<file path="src/rtl/cpu_pkg.sv">
// Shared CPU definitions: register-file geometry, access-width encoding and
// the operand-fetch sequencer state type.
package cpu_pkg;

  localparam int DATA_W    = 20;
  localparam int HALF_W    = 10;
  localparam int NUM_REGS  = 6;
  localparam int RF_ADDR_W = 10;
  localparam int IDX_W     = 3;
  localparam int SEL_W     = 2;

  localparam logic [SEL_W-1:0] SEL_FULL = 2'b00;
  localparam logic [SEL_W-1:0] SEL_HI   = 2'b01;
  localparam logic [SEL_W-1:0] SEL_LO   = 2'b10;
  localparam logic [SEL_W-1:0] SEL_ILL  = 2'b11;

  typedef enum logic [2:0] {
    ST_IDLE,
    ST_RD_A,
    ST_RD_B,
    ST_CAP_B,
    ST_OPV,
    ST_WB
  } of_state_e;

  typedef struct packed {
    logic [IDX_W-1:0] src_a;
    logic [SEL_W-1:0] src_a_sel;
    logic [IDX_W-1:0] src_b;
    logic [SEL_W-1:0] src_b_sel;
    logic [IDX_W-1:0] dst;
    logic [SEL_W-1:0] dst_sel;
    logic             dst_en;
  } of_req_t;

endpackage

</file>
<file path="src/rtl/operand_fetch_if.sv">
// Decoder, execute, writeback and register-file signals of the operand-fetch
// sequencer. The master modport is the sequencer side.
interface operand_fetch_if;
  import cpu_pkg::*;

  logic                 req_valid;
  logic                 req_ready;
  logic [IDX_W-1:0]     src_a;
  logic [IDX_W-1:0]     src_b;
  logic [IDX_W-1:0]     dst;
  logic [SEL_W-1:0]     src_a_sel;
  logic [SEL_W-1:0]     src_b_sel;
  logic [SEL_W-1:0]     dst_sel;
  logic                 dst_en;

  logic                 op_valid;
  logic                 op_ready;
  logic [DATA_W-1:0]    op_a;
  logic [DATA_W-1:0]    op_b;
  logic                 op_err;

  logic                 wb_valid;
  logic                 wb_ready;
  logic [DATA_W-1:0]    wb_data;

  logic [RF_ADDR_W-1:0] rf_addr;
  logic [SEL_W-1:0]     rf_sel;
  logic                 rf_we;
  logic [DATA_W-1:0]    rf_wdata;
  logic [DATA_W-1:0]    rf_rdata;

  modport master (
    input  req_valid, src_a, src_b, dst, src_a_sel, src_b_sel, dst_sel, dst_en,
    output req_ready,
    output op_valid, op_a, op_b, op_err,
    input  op_ready,
    input  wb_valid, wb_data,
    output wb_ready,
    output rf_addr, rf_sel, rf_we, rf_wdata,
    input  rf_rdata
  );

  modport slave (
    output req_valid, src_a, src_b, dst, src_a_sel, src_b_sel, dst_sel, dst_en,
    input  req_ready,
    input  op_valid, op_a, op_b, op_err,
    output op_ready,
    output wb_valid, wb_data,
    input  wb_ready,
    input  rf_addr, rf_sel, rf_we, rf_wdata,
    output rf_rdata
  );

endinterface

</file>
<file path="src/rtl/operand_fetch.sv">
// Operand-fetch sequencer: reads two source registers through the single
// register-file port, hands them to execute, then writes the result back.
module operand_fetch
  import cpu_pkg::*;
(
  input  logic            clk,
  input  logic            rst_n,
  operand_fetch_if.master bus
);

  of_state_e         state_q, state_d;
  of_req_t           req_q, req_d;
  logic [DATA_W-1:0] op_a_q, op_a_d;
  logic [DATA_W-1:0] op_b_q, op_b_d;
  logic              op_err_q, op_err_d;

  function automatic logic reg_legal(input logic [IDX_W-1:0] idx,
                                     input logic [SEL_W-1:0] sel);
    return (int'(idx) < NUM_REGS) && (sel != SEL_ILL);
  endfunction

  always_ff @(posedge clk or negedge rst_n) begin
    if (!rst_n) begin
      state_q  <= ST_IDLE;
      req_q    <= '0;
      op_a_q   <= '0;
      op_b_q   <= '0;
      op_err_q <= 1'b0;
    end else begin
      state_q  <= state_d;
      req_q    <= req_d;
      op_a_q   <= op_a_d;
      op_b_q   <= op_b_d;
      op_err_q <= op_err_d;
    end
  end

  always_comb begin
    state_d  = state_q;
    req_d    = req_q;
    op_a_d   = op_a_q;
    op_b_d   = op_b_q;
    op_err_d = op_err_q;
    case (state_q)
      ST_IDLE: begin
        if (bus.req_valid) begin
          req_d.src_a     = bus.src_a;
          req_d.src_a_sel = bus.src_a_sel;
          req_d.src_b     = bus.src_b;
          req_d.src_b_sel = bus.src_b_sel;
          req_d.dst       = bus.dst;
          req_d.dst_sel   = bus.dst_sel;
          req_d.dst_en    = bus.dst_en;
          op_err_d        = !reg_legal(bus.src_a, bus.src_a_sel) ||
                            !reg_legal(bus.src_b, bus.src_b_sel);
          state_d         = ST_RD_A;
        end
      end
      ST_RD_A:  state_d = ST_RD_B;
      // Read data lags the address by one cycle, so each capture happens in
      // the state after its address phase.
      ST_RD_B: begin
        op_a_d  = reg_legal(req_q.src_a, req_q.src_a_sel) ? bus.rf_rdata : '0;
        state_d = ST_CAP_B;
      end
      ST_CAP_B: begin
        op_b_d  = reg_legal(req_q.src_b, req_q.src_b_sel) ? bus.rf_rdata : '0;
        state_d = ST_OPV;
      end
      ST_OPV: begin
        if (bus.op_ready) state_d = req_q.dst_en ? ST_WB : ST_IDLE;
      end
      ST_WB: begin
        if (bus.wb_valid) state_d = ST_IDLE;
      end
      default: state_d = ST_IDLE;
    endcase
  end

  always_comb begin
    bus.req_ready = (state_q == ST_IDLE);
    bus.op_valid  = (state_q == ST_OPV);
    bus.wb_ready  = (state_q == ST_WB);
    bus.rf_addr   = '0;
    bus.rf_sel    = SEL_FULL;
    bus.rf_we     = 1'b0;
    bus.rf_wdata  = '0;
    case (state_q)
      ST_RD_A: begin
        bus.rf_addr = RF_ADDR_W'(req_q.src_a);
        bus.rf_sel  = req_q.src_a_sel;
      end
      ST_RD_B: begin
        bus.rf_addr = RF_ADDR_W'(req_q.src_b);
        bus.rf_sel  = req_q.src_b_sel;
      end
      ST_WB: begin
        // An illegal destination still completes the handshake, just unwritten.
        if (bus.wb_valid) begin
          bus.rf_addr  = RF_ADDR_W'(req_q.dst);
          bus.rf_sel   = req_q.dst_sel;
          bus.rf_wdata = bus.wb_data;
          bus.rf_we    = reg_legal(req_q.dst, req_q.dst_sel);
        end
      end
      default: ;
    endcase
  end

  assign bus.op_a   = op_a_q;
  assign bus.op_b   = op_b_q;
  assign bus.op_err = op_err_q;

endmodule
</file>
<file path="src/flat_wrapper.sv">
// flat-port wrapper written by rule: the top's interface ports become plain ports
module operand_fetch_flat import cpu_pkg::*;
  (clk, rst_n, bus_req_valid, bus_src_a, bus_src_b, bus_dst, bus_src_a_sel, bus_src_b_sel, bus_dst_sel, bus_dst_en, bus_req_ready, bus_op_valid, bus_op_a, bus_op_b, bus_op_err, bus_op_ready, bus_wb_valid, bus_wb_data, bus_wb_ready, bus_rf_addr, bus_rf_sel, bus_rf_we, bus_rf_wdata, bus_rf_rdata);
  operand_fetch_if bus_i ();
  input  logic clk;
  input  logic rst_n;
  input wire logic [$bits(bus_i.req_valid)-1:0] bus_req_valid;
  input wire logic [$bits(bus_i.src_a)-1:0] bus_src_a;
  input wire logic [$bits(bus_i.src_b)-1:0] bus_src_b;
  input wire logic [$bits(bus_i.dst)-1:0] bus_dst;
  input wire logic [$bits(bus_i.src_a_sel)-1:0] bus_src_a_sel;
  input wire logic [$bits(bus_i.src_b_sel)-1:0] bus_src_b_sel;
  input wire logic [$bits(bus_i.dst_sel)-1:0] bus_dst_sel;
  input wire logic [$bits(bus_i.dst_en)-1:0] bus_dst_en;
  output wire logic [$bits(bus_i.req_ready)-1:0] bus_req_ready;
  output wire logic [$bits(bus_i.op_valid)-1:0] bus_op_valid;
  output wire logic [$bits(bus_i.op_a)-1:0] bus_op_a;
  output wire logic [$bits(bus_i.op_b)-1:0] bus_op_b;
  output wire logic [$bits(bus_i.op_err)-1:0] bus_op_err;
  input wire logic [$bits(bus_i.op_ready)-1:0] bus_op_ready;
  input wire logic [$bits(bus_i.wb_valid)-1:0] bus_wb_valid;
  input wire logic [$bits(bus_i.wb_data)-1:0] bus_wb_data;
  output wire logic [$bits(bus_i.wb_ready)-1:0] bus_wb_ready;
  output wire logic [$bits(bus_i.rf_addr)-1:0] bus_rf_addr;
  output wire logic [$bits(bus_i.rf_sel)-1:0] bus_rf_sel;
  output wire logic [$bits(bus_i.rf_we)-1:0] bus_rf_we;
  output wire logic [$bits(bus_i.rf_wdata)-1:0] bus_rf_wdata;
  input wire logic [$bits(bus_i.rf_rdata)-1:0] bus_rf_rdata;
  assign bus_i.req_valid = bus_req_valid;
  assign bus_i.src_a = bus_src_a;
  assign bus_i.src_b = bus_src_b;
  assign bus_i.dst = bus_dst;
  assign bus_i.src_a_sel = bus_src_a_sel;
  assign bus_i.src_b_sel = bus_src_b_sel;
  assign bus_i.dst_sel = bus_dst_sel;
  assign bus_i.dst_en = bus_dst_en;
  assign bus_req_ready = bus_i.req_ready;
  assign bus_op_valid = bus_i.op_valid;
  assign bus_op_a = bus_i.op_a;
  assign bus_op_b = bus_i.op_b;
  assign bus_op_err = bus_i.op_err;
  assign bus_i.op_ready = bus_op_ready;
  assign bus_i.wb_valid = bus_wb_valid;
  assign bus_i.wb_data = bus_wb_data;
  assign bus_wb_ready = bus_i.wb_ready;
  assign bus_rf_addr = bus_i.rf_addr;
  assign bus_rf_sel = bus_i.rf_sel;
  assign bus_rf_we = bus_i.rf_we;
  assign bus_rf_wdata = bus_i.rf_wdata;
  assign bus_i.rf_rdata = bus_rf_rdata;
  operand_fetch u_core (.clk(clk), .rst_n(rst_n), .bus(bus_i));
endmodule
</file>
<file path="config.mk">
export PLATFORM = sky130hd
export DESIGN_NAME = operand_fetch_flat
export DESIGN_NICKNAME = d
export VERILOG_FILES = /design/src/rtl/cpu_pkg.sv /design/src/rtl/operand_fetch_if.sv /design/src/rtl/operand_fetch.sv /design/src/flat_wrapper.sv
export SDC_FILE = /design/constraint.sdc
export NUM_CORES = 1
export LEC_CHECK = 0
export BUFFER_PORTS_ARGS = -buffer_cell sky130_fd_sc_hd__buf_4
export CORE_MARGIN = 10
export CORE_UTILIZATION = 40
export DETAILED_ROUTE_END_ITERATION = 12
export PLACE_DENSITY_LB_ADDON = 0.2
export SLEW_MARGIN = 30
export SYNTH_ARGS = -nofsm -noshare
export SYNTH_HDL_FRONTEND = slang
export SYNTH_SLANG_ARGS = --single-unit
export TNS_END_PERCENT = 20
</file>
<file path="constraint.sdc">
create_clock -name clk -period 1.55 [get_ports clk]
set_input_delay 0.0775 -clock clk [delete_from_list [all_inputs] [get_ports clk]]
set_output_delay 0.0775 -clock clk [all_outputs]
set_load 0.02 [all_outputs]
</file>
Word level (Yosys, flattened, before mapping). Cells that the tools add are included.

Reduce and logical (&&, ||, !) cells: 11. Multiplexer cells: 15. Eq/ne operators: 13. $lt $le $gt $ge: 5.

Operators by type and width (count): 20-bit 2-to-1 mux (4); 10-bit case mux with 3 select lines (1); 3-bit case mux with 6 select lines (1); 3-bit less-than comparator (second input constant) (5); 3-bit 2-to-1 mux (5); 2-bit inequality test (second input constant) (7); 3-bit by 2-bit == test with 1-bit output (second input constant) (2); 3-bit == test (second input constant) (2); 2-bit case mux with 3 select lines (1); 1-bit logical AND (5); 3-bit by 1-bit == test with 1-bit output (second input constant) (1); 3-bit zero test (1); 3-bit AND reduction (1); 1-bit zero test (2); 1-bit 2-to-1 mux (2); 2-bit 2-to-1 mux (1); 2-bit by 1-bit inequality test with 1-bit output (second input constant) (1); 2-bit AND reduction (1); 1-bit logical OR (1).

Input bits: 61. Logic and storage cells: 55. Register bits after elaboration: 60. Output and inout bits: 77.

Longest topological paths before layout. Gate-level depths: netlist (run 1).

Depth in word-level cells: 4. Depth in mapped cells: 5. Depth with buffers taken out: 3.

Least setup slack after synthesis (run 1). No wires, ideal clock.

Kind: register -> register. From: register u_core.state_q[1]. To: register u_core.req_q[0] (netlist name). Period minus slack after synthesis: 1.660 ns. Path slack: -0.110 ns. Buffers on the path: 2. Library setup time: 0.125 ns. Data required time: 1.425 ns. Data arrival time: 1.535 ns. Stages on the path, launching flop included: 5. Cell sequence: dfrtp_1 > buf_6 > nor4b_4 > buf_6 > mux2_2.

Word-level cells in the longest chain between the ends: 2.

Ends and longest elaborated chain: start: declaration (RTL line operand_fetch.sv:11) `of_state_e state_q, state_d;`; start signal: assignment (RTL line operand_fetch.sv:30) `state_q <= state_d;`; 3-bit zero test (RTL line operand_fetch.sv:44) `case (state_q)`; 2-bit AND reduction (no source line); end signal: assignment (RTL line operand_fetch.sv:31) `req_q <= req_d;`; end: declaration (RTL line operand_fetch.sv:12) `of_req_t req_q, req_d;`.

Every way passes these cells. A chain may end at the register's enable or synchronous reset.

Worst setup path after layout (run 1).
From: register u_core.state_q[0]. To: output port bus_rf_wdata[14].

Word-level cells in the longest chain between the ends: 2.

Ends and longest elaborated chain: 3-bit == test (RTL line operand_fetch.sv:88) `case (state_q)`; 20-bit 2-to-1 mux (RTL line operand_fetch.sv:88); end: declaration (RTL line flat_wrapper.sv:27) `output wire logic [$bits(bus_i.rf_wdata)-1:0] bus_rf_wdata;`.

Every way passes these cells.

==> results by group, run 1 <==
Global routing
  • GRT overflow: 0
  • Initial antenna violation count: 0
  • First-pass GRT wire length: 13.2 mm
  • Vias in the first global route: 2455
  • Pin count of the biggest net entering global routing: 35
  • Total GRT Usage: 0.164

Flow run
  • Max-cap violations: 0

Timing
  • Final Hold Fails: 0
  • Final Cycle Share: 1.15
  • RSZ-0062 raised after global routing: yes
  • Min cycle time layout: 1780 ps
  • FMAX: 563 MHz
  • Clk_skew: 9.32 ps
  • Fin worst setup slack: -226 ps
  • Max Transition Viols Final: 0
  • Final Setup Violations: 53

Clock tree
  • Max H-tree Level: 3
  • Skew-Pair Late Insertion Delay: 330 ps
  • Root Driver: clkbuf_8
  • Worst-path clk slew: 60 ps
  • Clock sinks: 60
  • Clk buf depth: 2
  • CTS tree: built
  • CTS Buf Count: 9

Cells and area
  • Most frequent cells in the layout: buf_4 (134), dfrtp_1 (60), a22o_1 (40)
  • Post-route insts no fill: 460
  • Layout Nets: 439
  • Filler Cells Inserted: 461
  • Share of cells above drive strength 1: 0.496
  • Layout Area Growth over Synthesis: 70.7%
  • Commonest non-fill, non-tap cell in the layout: buf_4
  • Design Area, Final: 4420 um^2
  • Multi-input gate area: 1030 um^2
  • Antenna diode count: 0
  • Storage cell area: 1500 um^2

Critical path
  • CP Launch Type: register
  • Largest stage delay on the critical path: 390 ps
  • Top Family by Delay on Critical Path: buffers and inverters
  • Worst endpoint required time: 1470 ps
  • Reg2reg end: u_core.req_q[2]
  • R2R Path Start: u_core.state_q[2]
  • Reg2Reg Depth: 5
  • Critical path's slowest cell: dfrtp_1
  • CP max FO: 19
  • Worst path arrival time: 1700 ps
  • R2R setup slack: -60 ps
  • CP Buf/Inv Count: 4
  • Critical Path End Type: primary output
  • Crit-path cells: buf_6 -> and4b_2 -> buf_4 -> buf_8 -> and2_1 -> buf_4
  • Cell repeated most along the worst path: buf_4
  • Critical path class: reg -> out

Synth
  • Post-Syn Area: 2590 um^2
  • Syn_area_per_cell: 13.1 um^2
  • Yosys cell types: 28
  • Ranking of synthesized cells by area: dfrtp_1 (58%), a22o_1 (14%), mux2_2 (7.4%)
  • Post-synth top area share: 0.580
  • Seq/Total Area, Yosys: 0.580
  • Post-synth top area cell: dfrtp_1
  • Mapped Cells: 198
  • Yosys warning count: 0
  • #FFs+latches synth: 60

Routing
  • ANT nets after route: 0
  • 1st-iter DRT viols: 93
  • DR pass1 iterations: 5
  • # DRC: 0
  • Vias/cell: 5.00
  • DR WL/cell: 18.0 um
  • WL final: 8.29 mm
  • Total number of vias: 2300

Floorplanning
  • Chip width: 100 um
  • Total core area: 6310 um^2
  • Die Y: 100 um
  • Io pins: 138
  • Die area: 10100 um^2
  • Initial Utilization: 0.410
  • # rows: 29

Place
  • Placed inst area: 3740 um^2
  • IO buf count: 130
  • Placed Cells: 403
  • RD Place Congestion: 0.738
  • HPWL after detailed placement: 6.07 mm

Min path
  • Worst hold path startpoint: bus_wb_valid
  • Min-Delay Path Class: in -> reg
  • Worst hold path endpoint: u_core.state_q[0]
  • Hold Path Stages: 3

Power
  • Cell leakage power: 0.00223 uW
  • Peak supply drop: 0.974 mV
  • Power Density: 1830 nW/um^2

Run status
  • Failing checks: negative setup slack
  • Outcome: finished, violations left
==> through the flow <==
| step | TNS (ps) | total power [uW] | util | hold slack (ps) | setup WS [ps] |
|---|---|---|---|---|---|
| after floorplan | -422 | 4820 | - | -218 | -52.8 |
| after global placement | 0 | 6360 | 0.592 | 18.1 | 45.4 |
| after detailed placement | 0 | 6460 | 0.592 | 22.6 | 22.2 |
| after CTS | -6140 | 8030 | 0.690 | 44.9 | -234 |
| after global routing | -10190 | 8550 | 0.700 | 55.1 | -334 |
| final | -6180 | 8070 | 0.700 | 65.3 | -226 |
==> worst max-delay path by stage <==
stage	startpoint	endpoint	slack, ps	cells past startpoint
after floorplan	u_core.state_q[1]	u_core.req_q[0]	-50	4
after global placement	u_core.state_q[1]	u_core.bus.op_a[14]	50	4
after detailed placement	u_core.state_q[2]	u_core.req_q[2]	20	4
after CTS	u_core.state_q[2]	bus_rf_addr[2]	-230	5
after global routing	u_core.state_q[0]	bus_rf_sel[1]	-330	5
final	u_core.state_q[0]	bus_rf_wdata[14]	-230	6
==> flip-flops by register name, indices dropped and copies added (netlist names) <==
register	count
u_core.state_q	3
u_core.bus.op_b	20
u_core.bus.op_err	1
u_core.bus.op_a	20
u_core.req_q	16
==> cell families after synthesis <==
kind of cell / synth area share
other: 0.00145
AOI/OAI and AO/OA: 0.186
buffers and inverters: 0.0609
and+or+nand+nor: 0.0977
DFF: 0.580
muxes: 0.0740
==> Yosys cell counts (all sizes together) <==
cell,count
o22ai,1
mux2,17
dfrtp,60
nor4b,1
o311ai,1
and2b,1
nand3b,2
and2,21
and4b,1
a31oi,1
buf,15
a22oi,2
or2,1
a22o,40
conb,1
nor3b,4
nor2,2
o21ai,1
clkbuf,7
a222oi,5
or3b,1
nor3,1
nand2,2
a221oi,3
inv,7
==> tightest hold or removal path: cells and delay by family <==
kind	cells	cell delay (ps)
AND/OR/NAND/NOR	2	160
buffers and inverters	1	100
==> cell type report <==
type	instances	area share
clock inverter	6	0.0144
tap	77	0.0218
multi-input combinational	115	0.233
timing repair buffer	185	0.356
inverter	7	0.00595
sequential	60	0.340
clock buffer	10	0.0289
==> layer usage <==
| layer | global-route usage | routed length [um] | vias up |
|---|---|---|---|
| li1 | - | - | 1082 |
| met1 | 0.185 | 3230 | 1118 |
| met3 | 0.0508 | 563 | 10 |
| met5 | 0 | 0 | - |
| met4 | 0.0717 | 95 | 0 |
| met2 | 0.278 | 4390 | 90 |
==> where the power goes <==
part	switching (uW)	internal, uW	total (uW)
sequential	513	2240	2750
combinational	1900	2080	3970
clock	612	742	1350
==> what timing repair did <==
item,in CTS,in global routing
hold buffers,37,0
resized for setup,11,9
hold endpoints to repair,103,0
buffers inserted,2,2
pin swaps,5,5
endpoints found under the setup margin,27,84
Note: power is estimated with default switching activity, not from simulation.
==> run 2, diff against run 1 <==
Settings changed: ABC_AREA from default to 1.
==> run 2 against run 1 <==
Against the previous run:
- the run now ends clean
- global-route usage decreased by 0.66 points
- setup slack improved by 230 ps
- sequential share of layout area decreased by 1.3 points
- sequential cell count unchanged
- combinational power increased by 16%
- clock-buffer cell count unchanged
- non-clock buffer count decreased by 7
- sequential power increased by 3%
- register-to-register slack improved by 180 ps
- via count increased by 28%
- area after synthesis increased by 14%
==> results by group, run 2 <==
Floorplanning
  • Chip width: 106 um
  • # rows: 31
  • Die area: 11200 um^2
  • Total core area: 7210 um^2
  • Io pins: 138
  • Die Y: 106 um
  • Initial Utilization: 0.408

Synth
  • Post-Syn Area: 2940 um^2
  • Synth async-reset ratio: 1.00
  • Yosys warning count: 0
  • Post-synth top area share: 0.511
  • #FFs+latches synth: 60
  • Ranking of synthesized cells by area: dfrtp_1 (51%), nand2_1 (19%), o21ai_2 (6.0%)
  • Post-synth top cells: nand2_1 (150), dfrtp_1 (60), inv_1 (31)
  • Yosys cell types: 23
  • Most used flip-flop cell after synthesis: dfrtp_1
  • Mapped Cells: 364
  • Seq/Total Area, Yosys: 0.511
  • Post-synth top area cell: dfrtp_1
  • Top-count cell post-synth: nand2_1
  • Syn_area_per_cell: 8.08 um^2
  • Post-synth EDFFs: 0

Timing
  • Final Setup Violations: 0
  • Hold Slack: 2.67 ps
  • Tightest Pin Transition: 749 ps
  • Fin worst setup slack: 8.60 ps
  • Final Hold Fails: 0
  • Min cycle time layout: 1540 ps
  • Max Transition Viols Final: 0
  • Clk_skew: 9.03 ps
  • Slew headroom: 0.501
  • Final Cycle Share: 0.994
  • RSZ-0062 raised after global routing: yes
  • FMAX: 649 MHz

Power
  • Power Density: 1920 nW/um^2
  • Peak supply drop: 0.991 mV
  • Cell leakage power: 0.00248 uW

Critical path
  • CP max FO: 6
  • Worst path arrival time: 1460 ps
  • Critical Path End Type: primary output
  • Reg2Reg Depth: 7
  • CP Launch Type: register
  • Critical path class: reg -> out
  • Worst endpoint required time: 1470 ps

Clock tree
  • Root Driver: clkbuf_8
  • Max H-tree Level: 3
  • Skew-Pair Late Insertion Delay: 340 ps
  • Clk buf depth: 2
  • CTS Buf Count: 9
  • Clock sinks: 60
  • Worst-path clk slew: 70 ps
  • CTS tree: built

Flow run
  • Max-cap violations: 0

Global routing
  • GRT overflow: 0
  • Pin count of the biggest net entering global routing: 61
  • First-pass GRT wire length: 14.7 mm
  • Total GRT Usage: 0.157
  • Vias in the first global route: 2966
  • Initial antenna violation count: 0

Min path
  • Min-Delay Path Class: in -> reg
  • Hold Path Stages: 3

Routing
  • DR WL/cell: 14.4 um
  • Total number of vias: 2943
  • WL final: 9.20 mm
  • DR pass1 iterations: 4
  • 1st-iter DRT viols: 74
  • # DRC: 0
  • ANT nets after route: 0
  • Vias/cell: 4.61

Place
  • RD Place Congestion: 0.786
  • Placed Cells: 585
  • HPWL after detailed placement: 6.60 mm
  • IO buf count: 130
  • Setup Slack @ Placement: 165 ps

Cells and area
  • Share of cells above drive strength 1: 0.385
  • Commonest non-fill, non-tap cell in the layout: nand2_1
  • Antenna diode count: 0
  • Layout Nets: 597
  • Layout Area Growth over Synthesis: 56.8%
  • Most frequent cells in the layout: nand2_1 (150), buf_4 (144), dfrtp_1 (57)
  • Post-route insts no fill: 639

Run status
  • Outcome: completed
-- run 2: changes by cell type after synthesis, sizes merged, moves of 3 or more --
cell | previous run | this run
nor3b | 4 | 0
nand2 | 2 | 152
a22o | 40 | 0
clkbuf | 7 | 4
a221oi | 3 | 0
mux2 | 17 | 0
nand3 | 0 | 9
a222oi | 5 | 0
inv | 7 | 36
o21ai | 1 | 50
buf | 15 | 19
nor2 | 2 | 27
and2 | 21 | 0
-- run 2: path summary, 6_finish.rpt --
check	start	slack [ps]	endpoint
min	bus_rf_rdata[1]	3	u_core.bus.op_b[1]
min in group asynchronous	rst_n	340	u_core.req_q[0]
max	u_core.state_q[2]	9	bus_rf_sel[0]
max in group asynchronous	rst_n	650	u_core.state_q[2]
max reg2reg	u_core.state_q[2]	120	u_core.bus.op_a[11]
min reg2reg	u_core.bus.op_b[10]	480	u_core.bus.op_b[10]
-- run 2: kinds of logic (layout without fill, tap and decap cells) --
| logic type | Yosys count | in the layout | share of synthesized area |
|---|---|---|---|
| other | 1 | 7 | 0.00128 |
| AOI/OAI and AO/OA | 50 | 50 | 0.111 |
| and+or+nand+nor | 194 | 194 | 0.277 |
| buffers and inverters | 59 | 229 | 0.101 |
| DFF | 60 | 60 | 0.511 |
-- run 2: repair_timing --
| item | CTS | global route |
|---|---|---|
| setup endpoints to repair | 27 | 16 |
| hold buffers | 30 | 0 |
| gates resized for setup | 7 | 11 |
| hold endpoints to repair | 101 | 0 |
| pin swaps | 2 | 12 |
| setup buffers | 9 | 0 |
-- run 2: critical path: stages, from the launching register on --
cell,delay (ps)
dfrtp_2,480
nand3_2,150
nor2_4,180
nand2_1,110
nand3_2,100
buf_6,120
-- run 2: routing by layer --
metal / wire length [um] / track usage / vias to the layer above
met4: 178 / 0.0580 / 0
met2: 4560 / 0.267 / 90
met3: 512 / 0.0378 / 17
met1: 3950 / 0.189 / 1389
li1: - / - / 1447
met5: 0 / 0 / -
-- run 2: where the power goes --
part	internal, uW	switching [uW]	total (uW)
combinational	1900	2700	4610
clock	782	641	1420
sequential	2310	524	2830
-- run 2: layout make-up --
| class | count | area (um^2) |
|---|---|---|
| Inverter | 36 | 143 |
| Sequential cell | 60 | 1510 |
| Multi-Input combinational cell | 251 | 1210 |
| Tap cell | 99 | 124 |
| Timing Repair Buffer | 178 | 1430 |
| Clock inverter | 5 | 61.3 |
| Fill cell | 649 | 2610 |
| Clock buffer | 10 | 138 |
-- run 2: stage by stage --
step                      setup TNS, ps  total power (uW)  area [um^2]  utilization
after floorplan                       0              5420         2960            -
after global placement                0              7000         3980        0.551
after detailed placement              0              7120         3980        0.551
after CTS                             0              8830         4560        0.633
after global routing               -362              9470         4610        0.639
final                                 0              8860         4610        0.639
==> run 3, diff against run 2 <==
Settings changed: ABC_CLOCK_PERIOD_IN_PS from default to 1550, REMOVE_ABC_BUFFERS from default to 1.
==> run 3 against run 2 <==
Against the previous run:
- setup slack gained 2.8 ps
- clock skew shrank 2.9 ps
- critical path type unchanged
- largest power group unchanged
- first-iteration DRC count up 85%
- routed wire length rose by 1.1%
- critical endpoint is now bus_rf_we
==> results by group, run 3 (synthesized netlist as in run 2, its figures left out) <==
Floorplanning
  • Die area: 11200 um^2
  • Total core area: 7210 um^2
  • Io pins: 138
  • Die Y: 106 um
  • Initial Utilization: 0.408
  • # rows: 31
  • Chip width: 106 um

Cells and area
  • Antenna diode count: 0
  • Layout Nets: 602
  • Post-route insts no fill: 645
  • Commonest non-fill, non-tap cell in the layout: nand2_1
  • Layout Area Growth over Synthesis: 60.1%
  • Share of cells above drive strength 1: 0.388
  • Most frequent cells in the layout: nand2_1 (149), buf_4 (142), dfrtp_1 (57)

Critical path
  • Reg2Reg Depth: 7
  • Critical path class: reg -> out
  • CP max FO: 6
  • Worst path arrival time: 1460 ps
  • R2R Path Start: u_core.state_q[0]
  • CP Launch Type: register
  • Worst endpoint required time: 1470 ps
  • Critical Path End Type: primary output
  • Reg2reg end: u_core.bus.op_err
  • R2R setup slack: 70 ps

Place
  • Placed Cells: 585
  • HPWL after detailed placement: 6.49 mm
  • RD Place Congestion: 0.806
  • IO buf count: 130

Clock tree
  • Clk buf depth: 2
  • Max H-tree Level: 3
  • CTS Buf Count: 9
  • Clock sinks: 60
  • Worst-path clk slew: 70 ps
  • Root Driver: clkbuf_8
  • CTS tree: built
  • Skew-Pair Late Insertion Delay: 340 ps

Run status
  • Outcome: completed

Timing
  • Min cycle time layout: 1540 ps
  • Hold Slack: 11.3 ps
  • Final Cycle Share: 0.993
  • FMAX: 650 MHz
  • Clk_skew: 6.16 ps
  • Max Transition Viols Final: 0
  • RSZ-0062 raised after global routing: yes
  • Final Hold Fails: 0
  • Final Setup Violations: 0

Power
  • Power Density: 1900 nW/um^2
  • Peak supply drop: 0.830 mV
  • Cell leakage power: 0.00253 uW

Min path
  • Min-Delay Path Class: in -> reg
  • Worst hold path endpoint: u_core.req_q[15]
  • Worst hold path startpoint: bus_src_a[2]
  • Hold Path Stages: 3

Global routing
  • Pin count of the biggest net entering global routing: 27
  • Vias in the first global route: 2940
  • First-pass GRT wire length: 15.1 mm
  • Initial antenna violation count: 0
  • GRT overflow: 0
  • Total GRT Usage: 0.165

Routing
  • ANT nets after route: 0
  • # DRC: 0
  • DR pass1 iterations: 4
  • Total number of vias: 2903
  • WL final: 9.30 mm
  • DR WL/cell: 14.4 um
  • 1st-iter DRT viols: 137
  • Vias/cell: 4.50

Flow run
  • Max-cap violations: 0
-- run 3: cell types whose count changed in the layout (fill, tap and decap cells not counted), moves of 3 or more --
cell           delta
nor2_2            +4
buf_12            +3
clkinvlp_4        -3
dlygate4sd3_1     +3
nor2_1            -3
-- run 3: area by class of cell --
type | instances | area, um^2
clock inverter | 4 | 48.8
tap | 99 | 124
fill | 629 | 2510
timing repair buffer | 183 | 1520
inverter | 36 | 143
sequential | 60 | 1510
multi-input combinational | 251 | 1230
clock buffer | 12 | 145
-- run 3: stage by stage --
stage	util	setup TNS, ps	total power, uW	cell area [um^2]	setup WS [ps]
final	0.653	0	8930	4710	11.4
after global routing	0.653	-239	9580	4710	-57.1
after CTS	0.640	-44.2	8800	4620	-18.7
after detailed placement	0.556	0	7120	4010	179
after global placement	0.556	0	7040	4010	204
after floorplan	-	-4820	5200	2800	-213
-- run 3: per-layer routing --
metal	part of all wire	up-vias	global-route usage	wire, um
met5	0	-	0	0
met4	0.014	0	0.0561	128
met3	0.073	8	0.0585	680
met2	0.51	96	0.280	4780
met1	0.40	1343	0.190	3710
li1	-	1456	-	-
-- run 3: timing repair --
item                                   in CTS  in global routing
hold buffers                               33                  0
setup endpoints to repair                  27                 31
buffers inserted                            8                  3
pin swaps                                   1                  7
gates resized for setup                     6                 18
endpoints found under the hold margin     111                  0
-- run 3: power breakdown --
part	switching (uW)	leakage [uW]	total [uW]	internal, uW
sequential	489	0.000751	2800	2310
combinational	2750	0.00168	4730	1980
clock	616	0.000100	1400	785
total	3860	0.00253	8930	5070
-- run 3: critical path, stage by stage (launching register included) --
cell and delay, ps:
dfrtp_2 450, inv_2 100, nand3_4 90, nor2_4 180, and3_1 170, buf_4 140
-- run 3: how the worst max path moves through the flow --
stage                      startpoint            endpoint  slack (ps)  cells after the start
CTS                 u_core.state_q[1]           bus_rf_we         -20                      5
floorplan            u_core.req_q[11]  u_core.bus.op_a[0]        -210                      3
global placement    u_core.state_q[0]    u_core.req_q[15]         200                      6
finish              u_core.state_q[1]           bus_rf_we          10                      5
global route        u_core.state_q[2]      bus_rf_addr[2]         -60                      6
detailed placement  u_core.state_q[0]    u_core.req_q[10]         180                      6
